## src/rtl/key_press_classifier.sv

```systemverilog
// Purpose : sync + debounce one active-low push button, classify each press as short or long.
// Latency : raw edge -> pressed in 2+DEBOUNCE_CYCLES cycles; short pulse 1 cycle after release; long pulse LONG_CYCLES after pressed rises.
// Backpressure: none; state[1:0] are free-running single-cycle event pulses, the consumer must sample every cycle.
//
// Ports:
//   CLOCK_50  in   system clock, all logic on the rising edge
//   rst_n     in   asynchronous active-low reset
//   key       in   raw button, low = pressed, asynchronous and bouncy
//   state     out  [0] short-press pulse, [1] long-press pulse, one cycle each
//   pressed   out  debounced level, high while the button is accepted as held
module key_press_classifier #(
    parameter int DEBOUNCE_CYCLES = 1_000_000,
    parameter int LONG_CYCLES     = 50_000_000
) (
    input  logic       CLOCK_50,
    input  logic       rst_n,
    input  logic       key,
    output logic [1:0] state,
    output logic       pressed
);

    localparam int DEB_W  = (DEBOUNCE_CYCLES > 1) ? $clog2(DEBOUNCE_CYCLES) : 1;
    localparam int HOLD_W = (LONG_CYCLES > 1) ? $clog2(LONG_CYCLES) : 1;

    localparam logic [DEB_W-1:0]  DEB_LAST  = DEB_W'(DEBOUNCE_CYCLES - 1);
    localparam logic [HOLD_W-1:0] HOLD_LAST = HOLD_W'(LONG_CYCLES - 1);

    typedef enum logic [1:0] {
        IDLE = 2'd0,
        HOLD = 2'd1,
        LONG = 2'd2
    } fsm_t;

    logic              sync1_q;
    logic              sync2_q;
    logic              deb_q;
    logic              deb_d;
    logic [DEB_W-1:0]  deb_cnt_q;
    logic [DEB_W-1:0]  deb_cnt_d;
    logic              pressed_q;
    fsm_t              fsm_q;
    fsm_t              fsm_d;
    logic [HOLD_W-1:0] hold_cnt_q;
    logic [HOLD_W-1:0] hold_cnt_d;
    logic [1:0]        state_q;
    logic [1:0]        state_d;
    logic              deb_fall;

    // Two-flop synchroniser; resets to "released" so a key held through
    // reset is seen as a fresh press once debounced.
    always_ff @(posedge CLOCK_50 or negedge rst_n) begin
        if (!rst_n) begin
            sync1_q <= 1'b1;
            sync2_q <= 1'b1;
        end else begin
            sync1_q <= key;
            sync2_q <= sync1_q;
        end
    end

    // Debounce: count consecutive cycles of disagreement; any agreement
    // clears the count, so glitches shorter than DEBOUNCE_CYCLES vanish.
    always_comb begin
        deb_d     = deb_q;
        deb_cnt_d = '0;
        if (sync2_q != deb_q) begin
            if (deb_cnt_q == DEB_LAST) begin
                deb_d = sync2_q;
            end else begin
                deb_cnt_d = deb_cnt_q + DEB_W'(1);
            end
        end
    end

    // pressed is registered from deb_d so it changes on the same edge as
    // the debounced level itself.
    always_ff @(posedge CLOCK_50 or negedge rst_n) begin
        if (!rst_n) begin
            deb_q     <= 1'b1;
            deb_cnt_q <= '0;
            pressed_q <= 1'b0;
        end else begin
            deb_q     <= deb_d;
            deb_cnt_q <= deb_cnt_d;
            pressed_q <= ~deb_d;
        end
    end

    // Press is taken on the edge the debounced level falls, so the hold
    // count is aligned with pressed rising; release is taken from deb_q,
    // putting the short pulse one cycle after pressed falls.
    assign deb_fall = deb_q & ~deb_d;

    always_comb begin
        fsm_d      = fsm_q;
        hold_cnt_d = hold_cnt_q;
        state_d    = 2'b00;
        case (fsm_q)
            IDLE: begin
                if (deb_fall) begin
                    fsm_d      = HOLD;
                    hold_cnt_d = '0;
                end
            end
            HOLD: begin
                // Release is tested first so it wins a tie with the threshold.
                if (deb_q) begin
                    state_d = 2'b01;
                    fsm_d   = IDLE;
                end else if (hold_cnt_q == HOLD_LAST) begin
                    state_d = 2'b10;
                    fsm_d   = LONG;
                end else begin
                    hold_cnt_d = hold_cnt_q + HOLD_W'(1);
                end
            end
            LONG: begin
                if (deb_q) begin
                    fsm_d = IDLE;
                end
            end
            default: begin
                fsm_d = IDLE;
            end
        endcase
    end

    always_ff @(posedge CLOCK_50 or negedge rst_n) begin
        if (!rst_n) begin
            fsm_q      <= IDLE;
            hold_cnt_q <= '0;
            state_q    <= 2'b00;
        end else begin
            fsm_q      <= fsm_d;
            hold_cnt_q <= hold_cnt_d;
            state_q    <= state_d;
        end
    end

    assign state   = state_q;
    assign pressed = pressed_q;

endmodule

```

## config.mk

```make
export PLATFORM = sky130hd
export DESIGN_NAME = key_press_classifier
export DESIGN_NICKNAME = d
export VERILOG_FILES = /design/src/rtl/key_press_classifier.sv
export SDC_FILE = /design/constraint.sdc
export NUM_CORES = 1
export LEC_CHECK = 0
export ABC_AREA = 1
export BUFFER_PORTS_ARGS = -buffer_cell sky130_fd_sc_hd__buf_2
export CAP_MARGIN = 20
export CORE_AREA = 8 8 114 116
export CTS_BUF_LIST = sky130_fd_sc_hd__clkbuf_4
export DETAILED_ROUTE_END_ITERATION = 7
export DIE_AREA = 0 0 122 124
export PLACE_DENSITY_LB_ADDON = 0.1
export SETUP_SLACK_MARGIN = 0.15
export SLEW_MARGIN = 25
export SYNTH_ARGS = -nofsm -noshare
export SYNTH_HDL_FRONTEND = slang
export SYNTH_SLANG_ARGS = --single-unit
```

## constraint.sdc

```tcl
create_clock -name CLOCK_50 -period 2.6 [get_ports CLOCK_50]
set_clock_uncertainty 0.05 [all_clocks]
set_input_delay 0.52 -clock CLOCK_50 [delete_from_list [all_inputs] [get_ports CLOCK_50]]
set_output_delay 0.52 -clock CLOCK_50 [all_outputs]
set_load 0.05 [all_outputs]
```

==> impl_metrics.json, run 1 <==
{
  "cp_max_fo": 9,
  "path_class": "reg2reg",
  "dieArea_um2": 15100,
  "drt-initial-drc-count": 199,
  "totalWireLength_um": 8520,
  "clock_latency_ns": 0.38,
  "core_um2": 11200,
  "synth_area_um2": 3260,
  "hold_class": "in2async",
  "final_cell_mix": "nand2_1, nor2_1, nand3_1",
  "synth-compound-area-share": 0.0291,
  "cts_tree": "yes",
  "rsz0062_at_grt": "false",
  "cts_resized": 0,
  "grt_overflow": 0,
  "chipWidth_um": 122,
  "firstDrtPassIters": 5,
  "viasPerCell": 4.70,
  "htreeDepth": 2,
  "dp_cells": 610,
  "synth.avg_cell_area_um2": 6.99,
  "port_buffers": 5,
  "fin_crit_sh": 0.793,
  "p_leak_nw": 1.53,
  "synth_top_family_by_area": "simple AND/OR/NAND/NOR gates",
  "grt_max_degree": 32,
  "m1WireLength_um": 3840,
  "gp_congestion": 0.852,
  "cts_setup_buffers": 0,
  "cpMostUsedCell": "nand2_1",
  "ys_ff_latch": 54,
  "grt_pass1_wl_um": 14700,
  "muxShareOfSynthArea": 0,
  "clk_pin_slew_ns": 0.17,
  "antenna_found_initial": 0,
  "p_per_area_nw_per_um2": 369,
  "synthSimpleGateAreaFrac": 0.449,
  "n_antenna_cell": 0,
  "cts_sinks": 54,
  "hpwlAfterDp_um": 6470,
  "synth_enable_flop_cells": 0,
  "relSlewSlack": 0.591,
  "wl_met2_um": 4350,
  "min_period_ns": 2.06,
  "highest_layer": "met4",
  "synth_ff_type": "dfrtp_1",
  "required_ns": 2.85,
  "syn_to_final_growth_pct": 7.44,
  "synth_adder_area_share": 0.00767,
  "ant_nets": 0,
  "cp-start-kind": "flop",
  "crit-reg2reg-launch": "deb_cnt_q[0]",
  "layout.nets": 479,
  "crit_arrival_ns": 2.31,
  "cts_buffer_depth": 2,
  "vias": 2907,
  "rows": 39,
  "r2r_cells": 10,
  "setup_viol": 0,
  "grt_pass1_vias": 2943,
  "status": "finished clean",
  "cp-end-kind": "flop",
  "worst_slew_pin_slew_ns": 0.613,
  "path_cells": "ha_1 -> nand2_1 -> nor2_4 -> nand2_2 -> nor2_4 -> nand3_1 -> nand2_1 -> inv_1 -> nand2_1 -> nor2_1",
  "dr_wl_met3_um": 210,
  "layout.cells.non_filler": 618,
  "timing.fmax_mhz": 485,
  "seq_area_frac_synth": 0.415,
  "syn_nets": 472,
  "cts_buffers": 5,
  "cts_root_buffer": "clkbuf_4",
  "yosys.cell_types.count": 31,
  "ctsHoldBuffers": 0,
  "hold_viol": 0,
  "post_drt_wl_per_cell_um": 13.8,
  "fillers": 1243,
  "drc": 0,
  "drive_gt1_frac": 0.0758,
  "async_flop_share": 1.00,
  "start_util": 0.292,
  "worstSetupStartpoint": "deb_cnt_q[0]",
  "power_w": 0.00130,
  "drv_cap": 0,
  "slowest_delay_ns": 0.41,
  "yosys_warnings": 0,
  "track_usage": 0.122,
  "slew_violations": 0,
  "worst_ir_drop_vdd_v": 0.000185,
  "worst_path_max_delay_cell": "dfrtp_1",
  "synth-xor-area-share": 0.0295,
  "syn_inst": 467,
  "final_common_cell": "nand2_1",
  "tns_ns": 0,
  "io_pins": 6,
  "fp.dieH_um": 124
}
-- cells in the mapped netlist (all sizes together), types with 5 or more instances --
master,instances,area share
a21oi,9,0.014
buf,5,0.012
dfrtp,51,0.39
inv,48,0.055
nand2,152,0.19
nand3,52,0.080
nand4,7,0.015
nor2,88,0.11
nor3,19,0.031
xor2,10,0.027
-- cells by family after synthesis --
| logic type | Yosys count |
|---|---|
| compound gates | 17 |
| flops | 54 |
| buf+inv | 55 |
| fa+ha+maj | 2 |
| simple gates | 328 |
| xor+xnor | 11 |
-- layer usage --
layer,global-route usage,up-vias
met1,0.145,1364
met4,0.0362,0
li1,-,1490
met2,0.223,40
met3,0.0186,13
met5,0,-
-- worst max-delay path, delay by kind of cell (launching register included) --
family / cells / cell delay [ns]
simple gates: 8 / 1.12
flops: 1 / 0.41
buf+inv: 1 / 0.14
fa+ha+maj: 1 / 0.27
-- path summary, 6_finish.rpt --
path / endpoint / slack, ns
max reg2reg: deb_cnt_q[17] / 0.54
min reg2reg: sync2_q / 0.32
max: deb_cnt_q[17] / 0.54
max in group asynchronous: deb_q / 1.78
min in group CLOCK_50: sync1_q / 0.17
min: deb_cnt_q[10] / 0.07
-- report_power, final --
part	total, W	internal (W)	switching (W)
combinational	0.0000373	0.00000858	0.0000287
sequential	0.000851	0.000847	0.00000352
clock	0.000408	0.000118	0.000290
-- cell type report --
class | instances | area, um2 | area share
Inverter | 48 | 180 | 0.0514
Clock buffer | 6 | 45.0 | 0.0128
Multi-Input combinational cell | 358 | 1680 | 0.479
Clock inverter | 2 | 13.8 | 0.00392
Sequential cell | 54 | 1360 | 0.386
Timing Repair Buffer | 7 | 52.6 | 0.0150
Tap cell | 143 | 179 | 0.0510
-- stage by stage --
step,hold WS (ns),util,worst slack [ns],cell area (um2)
finish,0.0706,0.314,0.538,3510
detailed placement,0.300,0.309,0.495,3450
global route,0.0744,0.314,0.299,3510
global placement,0.297,0.309,0.495,3450
CTS,0.0701,0.314,0.471,3510
floorplan,0.174,-,0.916,3260
-- flip-flops by register name, summed over array words and instances, names as in the netlist --
name / cells
state: 2
deb_cnt_q: 20
fsm_q: 2
hold_cnt_q: 26
deb_q: 1
pressed: 1
sync2_q: 1
sync1_q: 1
Note: power is estimated with default switching activity, not from simulation.
==> run 2, diff against run 1 <==
clock period = 1.7 ns   (was 2.6 ns; I/O delays follow)
==> run 2 against run 1 <==
The flow now finishes with violations (negative setup slack). Worst setup slack worse by 0.63 ns. Fmax grew 15%. Combinational power rose to 2.9 times the previous value. Count of clock-buffer cells in the layout is 1 lower. Utilization grew 8.0 points. Hold slack gained 0.26 ns. Global-route usage up 1.3 points. Routed wire length is 13% higher. First-iteration DRC count is 11% higher. Sequential power rose by 54%. Highest routed layer unchanged.
==> impl_metrics.json, run 2 (synthesis results as in run 1) <==
{
  "syn_to_final_growth_pct": 34.7,
  "firstDrtPassIters": 5,
  "drive_gt1_frac": 0.275,
  "setup_slack_ns": -0.0905,
  "layout.nets": 546,
  "m1WireLength_um": 4960,
  "grt_pass1_vias": 3209,
  "drt-initial-drc-count": 220,
  "clock_latency_ns": 0.40,
  "fin_util": 0.394,
  "relSlewSlack": 0.686,
  "cp-start-kind": "flop",
  "post_drt_wl_per_cell_um": 14.1,
  "final_cell_mix": "nand2_1, nor2_1, dfrtp_1",
  "worst_r2r_endpoint": "deb_cnt_q[9]",
  "cp-end-kind": "flop",
  "min_period_ns": 1.79,
  "final_common_cell": "nand2_1",
  "setup_viol": 32,
  "fillers": 1164,
  "n_antenna_cell": 0,
  "io_pins": 6,
  "crit-reg2reg-launch": "deb_cnt_q[0]",
  "totalWireLength_um": 9660,
  "cp_max_fo": 7,
  "largest_register_ffs": 26,
  "required_ns": 1.96,
  "core_um2": 11200,
  "dr_wl_met3_um": 350,
  "viasPerCell": 4.71,
  "cts_tree": "yes",
  "r2r_cells": 11,
  "r2r_setup_slack_ns": -0.09,
  "grt_overflow": 0,
  "highest_layer": "met4",
  "grt_pass1_wl_um": 16100,
  "hpwlAfterDp_um": 6790,
  "slew_violations": 0,
  "p_leak_nw": 1.96,
  "violations": "negative setup slack",
  "track_usage": 0.135,
  "fin_hold_ws_ns": 0.331,
  "cts_root_buffer": "clkbuf_4",
  "worstSetupStartpoint": "deb_cnt_q[0]",
  "rsz0062_at_grt": "true",
  "worst_slew_pin_slew_ns": 0.470,
  "hold_viol": 0,
  "fp.dieH_um": 124,
  "drv_cap": 0,
  "cts_buffers": 5,
  "rows": 39,
  "grt_max_degree": 55,
  "drc": 0,
  "reg_top3": "hold_cnt_q: 26 flops, deb_cnt_q: 20 flops",
  "ant_nets": 0,
  "dpl_cell_area_um2": 3880,
  "cts_buffer_depth": 2,
  "regMostFlops": "hold_cnt_q",
  "wl_met2_um": 4130,
  "chipWidth_um": 122,
  "fin_crit_sh": 1.05,
  "path_class": "reg2reg",
  "cp-endpoint": "deb_cnt_q[9]",
  "gp_congestion": 0.826,
  "worst_ir_drop_vdd_v": 0.000318,
  "clk_pin_slew_ns": 0.18,
  "hold_class": "reg2reg",
  "timing.fmax_mhz": 559,
  "vias": 3227,
  "htreeDepth": 2,
  "cts_sinks": 54,
  "p_per_area_nw_per_um2": 469,
  "start_util": 0.292,
  "antenna_found_initial": 0,
  "status": "finished with violations",
  "dieArea_um2": 15100,
  "port_buffers": 5,
  "crit_arrival_ns": 2.06,
  "stdcell_area_um2": 4400
}
## run 2: cell types whose count changed in the layout (fill, tap and decap cells not counted), sizes merged
cell	previous run	this run
buf	7	69
nand2	152	155
dlygate4sd3	0	2
clkbuf	6	5
clkinv	2	1
clkinvlp	0	1
inv	48	49
## run 2: critical path: stages (launching register included)
cell	delay (ns)
dfrtp_1	0.44
ha_4	0.17
nand2_4	0.05
nor2_4	0.11
nand2_4	0.07
nor2_4	0.17
buf_6	0.12
buf_6	0.09
nand3_4	0.10
nand2_4	0.12
buf_12	0.15
nor3b_2	0.05
## run 2: stage by stage
step / power (W) / instances / setup TNS, ns / worst slack, ns
2_1_floorplan: 0.00135 / 467 / 0 / 0.0708
3_3_place_gp: 0.00140 / 660 / -1.98 / -0.107
3_5_place_dp: 0.00141 / 660 / -1.96 / -0.0824
4_1_cts: 0.00211 / 681 / -1.14 / -0.0583
5_1_grt: 0.00217 / 685 / -6.41 / -0.189
6_report: 0.00206 / 685 / -0.785 / -0.0905
## run 2: worst min-delay path by stage
stage	cells past startpoint	endpoint	slack, ns	from
final	0	sync2_q	0.33	sync1_q
after global placement	0	sync2_q	0.31	sync1_q
after detailed placement	0	sync2_q	0.31	sync1_q
after floorplan	0	deb_cnt_q[0]	-0.006	rst_n
after global routing	0	sync2_q	0.34	sync1_q
after CTS	0	sync2_q	0.33	sync1_q
## run 2: what timing repair did
| item | in CTS | in global routing |
|---|---|---|
| hold endpoints to repair | 52 | 0 |
| setup buffers | 9 | 3 |
| pin swaps | 8 | 11 |
| cloned | 2 | 1 |
| hold buffers | 2 | 0 |
| endpoints found under the setup margin | 42 | 44 |
| resized for setup | 42 | 32 |
## run 2: area by class of cell
type | instances | area, um2 | area share
clock buffers | 5 | 37.5 | 0.00853
clock inverters | 3 | 25.0 | 0.00569
inverters | 48 | 185 | 0.0421
multi-input cells | 361 | 2010 | 0.457
flip-flops and latches | 54 | 1360 | 0.308
well taps | 143 | 179 | 0.0407
repair buffers | 71 | 604 | 0.137
## run 2: per-layer routing
layer / global-route usage / vias to the layer above
li1: - / 1627
met1: 0.188 / 1534
met2: 0.207 / 50
met3: 0.0227 / 16
met4: 0.0501 / 0
met5: 0 / -
## run 2: report_power, final
| group | switching [W] | total [W] | internal (W) |
|---|---|---|---|
| registers | 0.0000104 | 0.00131 | 0.00130 |
| clock network | 0.000480 | 0.000649 | 0.000170 |
| logic | 0.0000636 | 0.000108 | 0.0000442 |
==> run 3, diff against run 2 <==
CTS_BUF_LIST = default   (was sky130_fd_sc_hd__clkbuf_4)
==> run 3 against run 2 <==
The run still ends with negative setup slack left. Critical endpoint is now hold_cnt_q[12]. Fmax is 4.8% higher. Utilization grew 0.37 points. Final cell count grew 0.15%. Register-to-register slack better by 0.08 ns. Clock power rose by 68%. First-iteration DRC count down 14%. Die area unchanged. Sequential power hardly changed. Critical path type unchanged.
==> impl_metrics.json, run 3 (synthesis results as in run 1) <==
{
  "track_usage": 0.135,
  "rows": 39,
  "dp_slack_ns": -0.0824,
  "grt_max_degree": 55,
  "crit_arrival_ns": 1.90,
  "drive_gt1_frac": 0.256,
  "status": "finished with violations",
  "drv_cap": 0,
  "totalWireLength_um": 9560,
  "port_buffers": 5,
  "path_class": "reg2reg",
  "whs_endpoint": "sync1_q",
  "setup_slack_ns": -0.00862,
  "core_um2": 11200,
  "r2r_setup_slack_ns": -0.009,
  "n_antenna_cell": 0,
  "syn_to_final_growth_pct": 36.0,
  "timing.fmax_mhz": 585,
  "min_period_ns": 1.71,
  "clock_latency_ns": 0.31,
  "drc": 0,
  "r2r_cells": 10,
  "relSlewSlack": 0.754,
  "final_common_cell": "nand2_1",
  "cts_buffers": 5,
  "cts_buffer_depth": 2,
  "post_drt_wl_per_cell_um": 13.9,
  "violations": "negative setup slack",
  "seq_power_share": 0.522,
  "clk_pin_slew_ns": 0.08,
  "viasPerCell": 4.74,
  "p_leak_nw": 2.00,
  "cp-end-kind": "flop",
  "fp.dieH_um": 124,
  "p_per_area_nw_per_um2": 563,
  "min_from": "key",
  "grt_pass1_vias": 3197,
  "required_ns": 1.90,
  "power.internal_w": 0.00189,
  "rsz0062_at_grt": "true",
  "ant_nets": 0,
  "regMostFlops": "hold_cnt_q",
  "largest_register_ffs": 26,
  "cp-start-kind": "flop",
  "io_pins": 6,
  "vias": 3250,
  "slew_violations": 0,
  "chipWidth_um": 122,
  "cts_root_buffer": "clkbuf_16",
  "worst_slew_pin_slew_ns": 0.368,
  "worst_r2r_endpoint": "hold_cnt_q[12]",
  "cp_max_fo": 6,
  "crit-reg2reg-launch": "deb_cnt_q[0]",
  "hold_class": "in2reg",
  "gp_congestion": 0.826,
  "final_cell_mix": "nand2_1, nor2_1, buf_4",
  "grt_pass1_wl_um": 16100,
  "cts_tree": "yes",
  "htreeDepth": 2,
  "start_util": 0.292,
  "layout.nets": 547,
  "antenna_found_initial": 0,
  "grt_overflow": 0,
  "worst_ir_drop_vdd_v": 0.000364,
  "hpwlAfterDp_um": 6790,
  "firstDrtPassIters": 5,
  "p_sw_frac": 0.242,
  "cts_sinks": 54,
  "drt-initial-drc-count": 189,
  "dieArea_um2": 15100,
  "switchingPower_w": 0.000606,
  "setup_viol": 1,
  "fin_crit_sh": 1.01,
  "reg_top3": "hold_cnt_q: 26 flops, deb_cnt_q: 20 flops",
  "hold_viol": 0,
  "fin_hold_ws_ns": 0.0767,
  "hold_depth": 1,
  "comb_power_share": 0.042,
  "clockPowerShare": 0.436
}
## run 3: cell count changes in the layout (fill, tap and decap cells not counted), moves of 2 or more
cell       delta
nor2_2        -2
clkbuf_4      -5
nand2_2       -8
buf_4         +3
nand2_1       +8
nor2_1        +3
clkbuf_16     +5
## run 3: how the worst max path moves through the flow
stage / start / endpoint / slack [ns] / cells past startpoint
2_1_floorplan: deb_cnt_q[0] / hold_cnt_q[10] / 0.07 / 11
3_3_place_gp: hold_cnt_q[0] / hold_cnt_q[19] / -0.11 / 11
3_5_place_dp: hold_cnt_q[0] / hold_cnt_q[20] / -0.08 / 11
4_1_cts: hold_cnt_q[0] / hold_cnt_q[20] / -0.04 / 10
5_1_grt: hold_cnt_q[1] / hold_cnt_q[5] / -0.14 / 11
6_report: deb_cnt_q[0] / hold_cnt_q[12] / -0.009 / 10
## run 3: cell type report
cell class / count / area [um2]
clock buffer: 5 / 125
clock inverter: 3 / 25.0
fill: 1163 / 6740
inverter: 48 / 183
multi-input combinational: 360 / 1950
sequential: 54 / 1360
tap: 143 / 179
timing repair buffer: 73 / 617
## run 3: timing repair
item / CTS / global route
gates resized for setup: 46 / 12
pin swaps: 14 / 11
gates cloned: 2 / 0
hold buffers: 1 / 0
hold endpoints to repair: 4 / 0
buffers inserted: 9 / 6
setup endpoints to repair: 42 / 43
## run 3: critical path, stage by stage (launching register included)
cell and delay, ns:
dfrtp_1 0.43, ha_4 0.17, nand2_4 0.05, nor2_4 0.11, nand2_4 0.08, nor2_4 0.13, nand4_2 0.12, nand2_4 0.18
buf_4 0.16, nand3_1 0.09, nand2_1 0.08
## run 3: layer usage
layer	share of wire	wire length (um)	global-route usage	vias up
li1	-	-	-	1633
met1	0.50	4830	0.188	1525
met2	0.43	4140	0.204	75
met3	0.042	398	0.0231	17
met4	0.020	193	0.0524	0
met5	0	0	0	-
## run 3: power by group through the flow
| stage | registers (W) | clock network (W) | logic, W |
|---|---|---|---|
| 6_report | 0.00130 | 0.00109 | 0.000104 |
| 5_1_grt | 0.00131 | 0.00118 | 0.000118 |
| 4_1_cts | 0.00131 | 0.00113 | 0.0000943 |
| 3_5_place_dp | 0.00133 | 0 | 0.0000775 |
| 3_3_place_gp | 0.00133 | 0 | 0.0000759 |
| 2_1_floorplan | 0.00133 | 0 | 0.0000214 |
## run 3: stage by stage
stage / utilization / instance area (um2) / power (W) / instances / setup TNS [ns]
floorplan: - / 3320 / 0.00135 / 467 / 0
global placement: 0.347 / 3880 / 0.00140 / 660 / -1.98
detailed placement: 0.347 / 3880 / 0.00141 / 660 / -1.96
CTS: 0.389 / 4340 / 0.00253 / 680 / -0.709
global route: 0.397 / 4440 / 0.00260 / 686 / -3.79
finish: 0.397 / 4440 / 0.00250 / 686 / -0.00862
